[config.mk]
export PLATFORM = sky130hd
export DESIGN_NAME = inst_loader
export DESIGN_NICKNAME = d
export VERILOG_FILES = /design/src/rtl/inst_loader_pkg.sv /design/src/rtl/inst_loader_timer.sv /design/src/rtl/inst_loader.sv
export SDC_FILE = /design/constraint.sdc
export NUM_CORES = 1
export LEC_CHECK = 0
export ABC_AREA = 0
export ABC_CLOCK_PERIOD_IN_PS = 2600
export CAP_MARGIN = 20
export CORE_MARGIN = 5
export CORE_UTILIZATION = 49
export DETAILED_ROUTE_END_ITERATION = 8
export HOLD_SLACK_MARGIN = 0.15
export PLACE_DENSITY = 0.8
export SETUP_SLACK_MARGIN = 0.02
export SLEW_MARGIN = 30
export SYNTH_ARGS = -nofsm -noshare
export SYNTH_HDL_FRONTEND = slang
export SYNTH_SLANG_ARGS = --single-unit
[constraint.sdc]
create_clock -name clk -period 2.6 [get_ports clk]
set_clock_uncertainty 0.15 [all_clocks]
set_input_delay 0.78 -clock clk [delete_from_list [all_inputs] [get_ports clk]]
set_output_delay 0.78 -clock clk [all_outputs]
set_load 0.01 [all_outputs]
[src/rtl/inst_loader_pkg.sv]
// Shared types and constants for the boot loader that fills instruction memory
// from a framed byte stream before releasing the core.
package inst_loader_pkg;

  typedef enum logic [2:0] {
    LDR_IDLE   = 3'd0,
    LDR_LEN_LO = 3'd1,
    LDR_LEN_HI = 3'd2,
    LDR_DATA   = 3'd3,
    LDR_CSUM   = 3'd4,
    LDR_DONE   = 3'd5,
    LDR_ERR    = 3'd6
  } ldr_state_e;

  localparam logic [7:0] LDR_MAGIC = 8'hA5;

  // States in which a frame is in flight and the inter-byte timeout runs.
  function automatic logic ldr_in_frame(input ldr_state_e s);
    return (s == LDR_LEN_LO) || (s == LDR_LEN_HI) ||
           (s == LDR_DATA)   || (s == LDR_CSUM);
  endfunction

endpackage

[src/rtl/inst_loader_timer.sv]
// Inter-byte watchdog: reloads on every accepted byte, counts down while a frame
// is in flight and flags expiry on the cycle the idle budget is used up.
module inst_loader_timer #(
  parameter int unsigned TIMEOUT_CYC = 100000
) (
  input  logic clk,
  input  logic rst,
  input  logic run,
  input  logic reload,
  output logic expire
);

  localparam int unsigned CW = $clog2(TIMEOUT_CYC + 1);
  localparam logic [CW-1:0] LOAD = CW'(TIMEOUT_CYC);

  logic [CW-1:0] cnt;

  always_ff @(posedge clk or negedge rst) begin
    if (!rst) begin
      cnt <= '0;
    end else if (!run) begin
      cnt <= '0;
    end else if (reload) begin
      cnt <= LOAD;
    end else if (cnt != '0) begin
      cnt <= cnt - 1'b1;
    end
  end

  // Last idle cycle of the budget: the count only holds 1 here if no byte arrived.
  assign expire = !reload && (cnt == CW'(1));

endmodule

[src/rtl/inst_loader.sv]
// Boot loader: parses A5/LEN/DATA/CSUM frames, packs bytes little-endian into
// instruction-memory writes and holds the core until a verified frame is stored.
module inst_loader
  import inst_loader_pkg::*;
#(
  parameter logic [31:0] BASE_ADDR   = 32'h0000_0000,
  parameter logic [15:0] MAX_WORDS   = 16'd4096,
  parameter int unsigned TIMEOUT_CYC = 100000
) (
  input  logic        clk,
  input  logic        rst,
  input  logic        rx_valid_i,
  input  logic [7:0]  rx_data_i,
  output logic        rx_ready_o,
  output logic        rom_we_o,
  output logic [31:0] rom_addr_o,
  output logic [31:0] rom_data_o,
  output logic        core_hold_o,
  output logic        boot_done_o,
  output logic        boot_err_o,
  output logic [15:0] words_o,
  output ldr_state_e  dbg_state_o
);

  // Byte handshake: a byte moves on a cycle where rx_valid_i and rx_ready_o are
  // both high; rx_ready_o depends only on registers, never on rx_valid_i.

  ldr_state_e  state_q, state_next;
  logic [15:0] len_q;
  logic [15:0] words_q;
  logic [7:0]  csum_q;
  logic [1:0]  lane_q;
  logic [23:0] pack_q;
  logic        rom_we_q;
  logic [31:0] rom_addr_q;
  logic [31:0] rom_data_q;
  logic        xfer;
  logic        is_magic;
  logic [15:0] len_n;
  logic        timer_expire;

  assign rx_ready_o  = (state_q != LDR_DONE) && !rom_we_q;
  assign xfer        = rx_valid_i && rx_ready_o;
  assign is_magic    = (rx_data_i == LDR_MAGIC);
  assign len_n       = {rx_data_i, len_q[7:0]};

  assign rom_we_o    = rom_we_q;
  assign rom_addr_o  = rom_addr_q;
  assign rom_data_o  = rom_data_q;
  assign words_o     = words_q;
  assign core_hold_o = (state_q != LDR_DONE);
  assign boot_done_o = (state_q == LDR_DONE);
  assign boot_err_o  = (state_q == LDR_ERR);
  assign dbg_state_o = state_q;

  inst_loader_timer #(
    .TIMEOUT_CYC(TIMEOUT_CYC)
  ) u_timer (
    .clk    (clk),
    .rst    (rst),
    .run    (ldr_in_frame(state_next)),
    .reload (xfer),
    .expire (timer_expire)
  );

  always_ff @(posedge clk or negedge rst) begin
    if (!rst) begin
      state_q <= LDR_IDLE;
    end else begin
      state_q <= state_next;
    end
  end

  always_comb begin
    state_next = state_q;
    unique case (state_q)
      LDR_IDLE: begin
        if (xfer && is_magic) state_next = LDR_LEN_LO;
      end
      LDR_LEN_LO: begin
        if (xfer) state_next = LDR_LEN_HI;
      end
      LDR_LEN_HI: begin
        if (xfer) begin
          if (len_n > MAX_WORDS)    state_next = LDR_ERR;
          else if (len_n == 16'd0)  state_next = LDR_CSUM;
          else                      state_next = LDR_DATA;
        end
      end
      LDR_DATA: begin
        if (xfer && (lane_q == 2'd3) && (words_q + 16'd1 == len_q)) state_next = LDR_CSUM;
      end
      LDR_CSUM: begin
        if (xfer) state_next = (rx_data_i == csum_q) ? LDR_DONE : LDR_ERR;
      end
      LDR_DONE: begin
        state_next = LDR_DONE;
      end
      LDR_ERR: begin
        if (xfer && is_magic) state_next = LDR_LEN_LO;
      end
      default: state_next = LDR_IDLE;
    endcase
    if (timer_expire && ldr_in_frame(state_q)) state_next = LDR_ERR;
  end

  // Datapath: length capture, checksum, byte packing and the write strobe.
  always_ff @(posedge clk or negedge rst) begin
    if (!rst) begin
      len_q      <= '0;
      words_q    <= '0;
      csum_q     <= '0;
      lane_q     <= '0;
      pack_q     <= '0;
      rom_we_q   <= 1'b0;
      rom_addr_q <= '0;
      rom_data_q <= '0;
    end else begin
      rom_we_q <= 1'b0;
      if (xfer) begin
        case (state_q)
          LDR_IDLE, LDR_ERR: begin
            if (is_magic) begin
              words_q <= '0;
              csum_q  <= '0;
              lane_q  <= '0;
            end
          end
          LDR_LEN_LO: begin
            len_q[7:0] <= rx_data_i;
            csum_q     <= csum_q ^ rx_data_i;
          end
          LDR_LEN_HI: begin
            len_q[15:8] <= rx_data_i;
            csum_q      <= csum_q ^ rx_data_i;
          end
          LDR_DATA: begin
            csum_q <= csum_q ^ rx_data_i;
            lane_q <= lane_q + 2'd1;
            case (lane_q)
              2'd0: pack_q[7:0]   <= rx_data_i;
              2'd1: pack_q[15:8]  <= rx_data_i;
              2'd2: pack_q[23:16] <= rx_data_i;
              default: begin
                rom_we_q   <= 1'b1;
                rom_addr_q <= BASE_ADDR + {14'd0, words_q, 2'b00};
                rom_data_q <= {rx_data_i, pack_q};
                words_q    <= words_q + 16'd1;
              end
            endcase
          end
          default: ;
        endcase
      end
    end
  end

endmodule

==> reports/metrics.cfg <==
[outcome]
status=finished, violations left
failed_checks=negative setup slack

[grt]
met3_usage_pct=5.500
antenna_found_initial=0
grt_overflow=0
top_usage_layer=met2
grt_pass1_wl_um=31340
grt_pass1_vias=6088
grt_usage_pct=24.18
use_met2_pct=38.63
grt_use_met1_pct=31.65
grt_max_degree=63

[clock_tree]
clkTransAtPathRegs_ps=60
cts_tree=yes
cts_hold_buf=0
clock_latency_ps=440
numCtsBuffers=17
clockBufferDepth=2
numClockSinks=135
htreeDepth=4
root_buffer=clkbuf_16

[timing]
max_freq_ghz=0.3556
slew_violations=0
fin_crit_ps=2813
grt_setup_unrepaired=yes
final_hold_viol_count=0
tightestPinTransition_ps=630.1
fin_ws_ps=-212.5
period_share_pct=108.2
slew_headroom_pct=57.99
setup_viol=17

[flow_run]
maxCapViolCount=0

[synth]
synth.distinct_cells=61
syn_inst=710
syn_area_per_cell_um2=9.566
synthFlopType=dfrtp_1
yosys.area.top_type=dfrtp_1
synthArstFlopShare_pct=100.0
synthesis.area_mm2=0.006792
ys_ff_latch=135
synth_edf_count=0
ys_seq_area_share_pct=49.74
yosys.area.top_type_share_pct=49.74
ys_top_cells_by_area=dfrtp_1 (50%), nand2_1 (10%), mux2_2 (6.5%), o21ai_0 (3.3%), xnor2_1 (2.6%)
yosys_warnings=0

[power_and_ir_drop]
p_per_area_mw_per_mm2=844.3
pwr-share-clk_pct=29.6
seq_power_share_pct=34.5
switching_power_mw=2.821
p_int_mw=5.139
p_sw_share_pct=35.44
leakage_nw=4.497
peakVddDrop_mv=0.5636
combPwrFrac_pct=35.9

[place]
dp_cells=1042
io_buffers=82
post-place-ws_ps=-983.8
dp.final_hpwl_um=12620
gp_congestion=0.9086

[worst_setup_path]
cp-start-kind=input port
worstPathRequired_ps=2760
r2r_slack_ps=-200
critPathCaptureType=flop
crit_path_max_fanout=4
reg2reg_to=u_timer.cnt[6]
crit_start=rx_data_i[1]
rr_worst_depth=8
worstSetupEndpoint=u_timer.cnt[6]
crit_arrival_ps=2970
worstReg2RegStart=len_q[7]
worstSetupPathType=input port to flop

[routing]
firstDrtPassIters=5
wirelength_um=19710
routed_via_density=5.593
dr.first_iter.drc_count=564
vias=6068
wl_per_cell_um=18.17
drc=0
ant_nets=0

[die]
fp.dieW_um=127.7
die_area_mm2=0.01632
rows=43
core_mm2=0.01372
start_util_pct=49.50
die_height_um=127.7
io_pins=99

[layout]
fin_nets=911
fin_cells=1085
final_layout_size_suffix_gt1_share_pct=29.39
diodes=0
n_fill_cell=953
synthToLayoutAreaGrowth_pct=38.82

[min_path]
hold_path.class=input port to async pin

-- per-stage QoR --
stage | util, % | instance area, um^2 | setup TNS [ps] | hold slack [ps] | power, mW
2_1_floorplan | - | 6874 | -4769 | 283.1 | 4.247
3_3_place_gp | 62.27 | 8543 | -60110 | 292.3 | 5.047
3_5_place_dp | 62.27 | 8543 | -66210 | 299.8 | 5.152
4_1_cts | 67.86 | 9310 | -2151 | 231.5 | 7.907
5_1_grt | 68.72 | 9428 | -3848 | 250.3 | 8.284
6_report | 68.72 | 9428 | -3360 | 205.7 | 7.960
-- power groups by stage --
stage	registers, mW	logic [mW]	clock network (mW)
floorplan	2.72	1.53	0
global placement	2.71	2.34	0
detailed placement	2.73	2.42	0
CTS	2.71	2.83	2.36
global route	2.77	3.05	2.46
finish	2.75	2.86	2.36
-- cells by family after synthesis --
logic type	count (synthesis)	synth area share (%)
simple gates	332	23.25
flops	135	49.74
compound gates	86	8.180
buf+inv	63	4.606
mux	45	7.535
xor+xnor	40	5.158
fa+ha+maj	8	1.474
other cells	1	0.05522
-- worst min path at each step --
stage	to	slack, ps
after floorplan	rom_data_o[0]	280
after global placement	rom_data_o[22]	290
after detailed placement	rom_data_o[20]	300
after CTS	u_timer.cnt[10]	230
after global routing	u_timer.cnt[10]	250
final	rom_addr_o[2]	210
-- state kept, by name, indices dropped and copies added, names as in the netlist --
| signal | count |
|---|---|
| csum_q | 8 |
| dbg_state_o | 3 |
| lane_q | 2 |
| len_q | 16 |
| pack_q | 24 |
| rom_addr_o | 16 |
| rom_data_o | 32 |
| rom_we_o | 1 |
| u_timer.cnt | 17 |
| words_o | 16 |
-- cell usage in the layout, fill, tap and decap left out, types with 5 or more instances in the layout --
cell	instances
nand2_1	180
clkdlybuf4s50_1	69
xor2_1	20
nor2_1	39
ha_1	7
mux2_2	39
a21oi_2	5
nand4_1	8
o31ai_1	7
nand3_1	9
o21ai_1	14
inv_6	6
o21ai_0	31
or3_1	7
buf_2	6
xnor2_1	20
conb_1	16
buf_12	7
nor3_1	14
clkbuf_16	17
nor4_2	5
or4_4	5
buf_4	110
dfrtp_1	131
nand2b_1	12
inv_1	8
-- per-layer routing --
layer / part of all wire [%] / wire [um]
met1: 41 / 8031
met2: 49 / 9712
met3: 6.9 / 1367
met4: 3.0 / 599
met5: 0 / 0
-- cells in the mapped netlist (all sizes together) (8+ instances only) --
| cell type | count |
|---|---|
| xnor2 | 20 |
| clkbuf | 28 |
| nor4 | 13 |
| a21oi | 9 |
| o21ai | 45 |
| nand2b | 12 |
| dfrtp | 135 |
| ha | 8 |
| nand2 | 181 |
| mux2 | 39 |
| nand3 | 10 |
| nor3 | 18 |
| nand4 | 8 |
| xor2 | 20 |
| nor2 | 44 |
| buf | 26 |
| inv | 9 |
-- final cells by class --
| type | instances | area (um^2) | area share (%) |
|---|---|---|---|
| multi-input cells | 527 | 3421 | 36.28 |
| inverters | 9 | 33.78 | 0.3583 |
| clock buffers | 19 | 452.9 | 4.804 |
| clock inverters | 13 | 122.6 | 1.301 |
| repair buffers | 202 | 1789 | 18.98 |
| well taps | 180 | 225.2 | 2.389 |
| flip-flops and latches | 135 | 3383 | 35.89 |
-- critical path, cell delays in order --
cell,delay (ps)
buf_2,160
nor4_4,320
and3_4,260
mux2i_2,290
o211ai_1,180
nor4b_4,370
mux2i_4,370
buf_4,200
nor3_1,50
-- timing repair --
item                                    CTS  global route
endpoints found under the setup margin   84            33
resized for setup                        65            46
gates cloned                              1             1
setup buffers                             5             7
pin swaps                                13            17
Power figures use the tool's default switching activity.
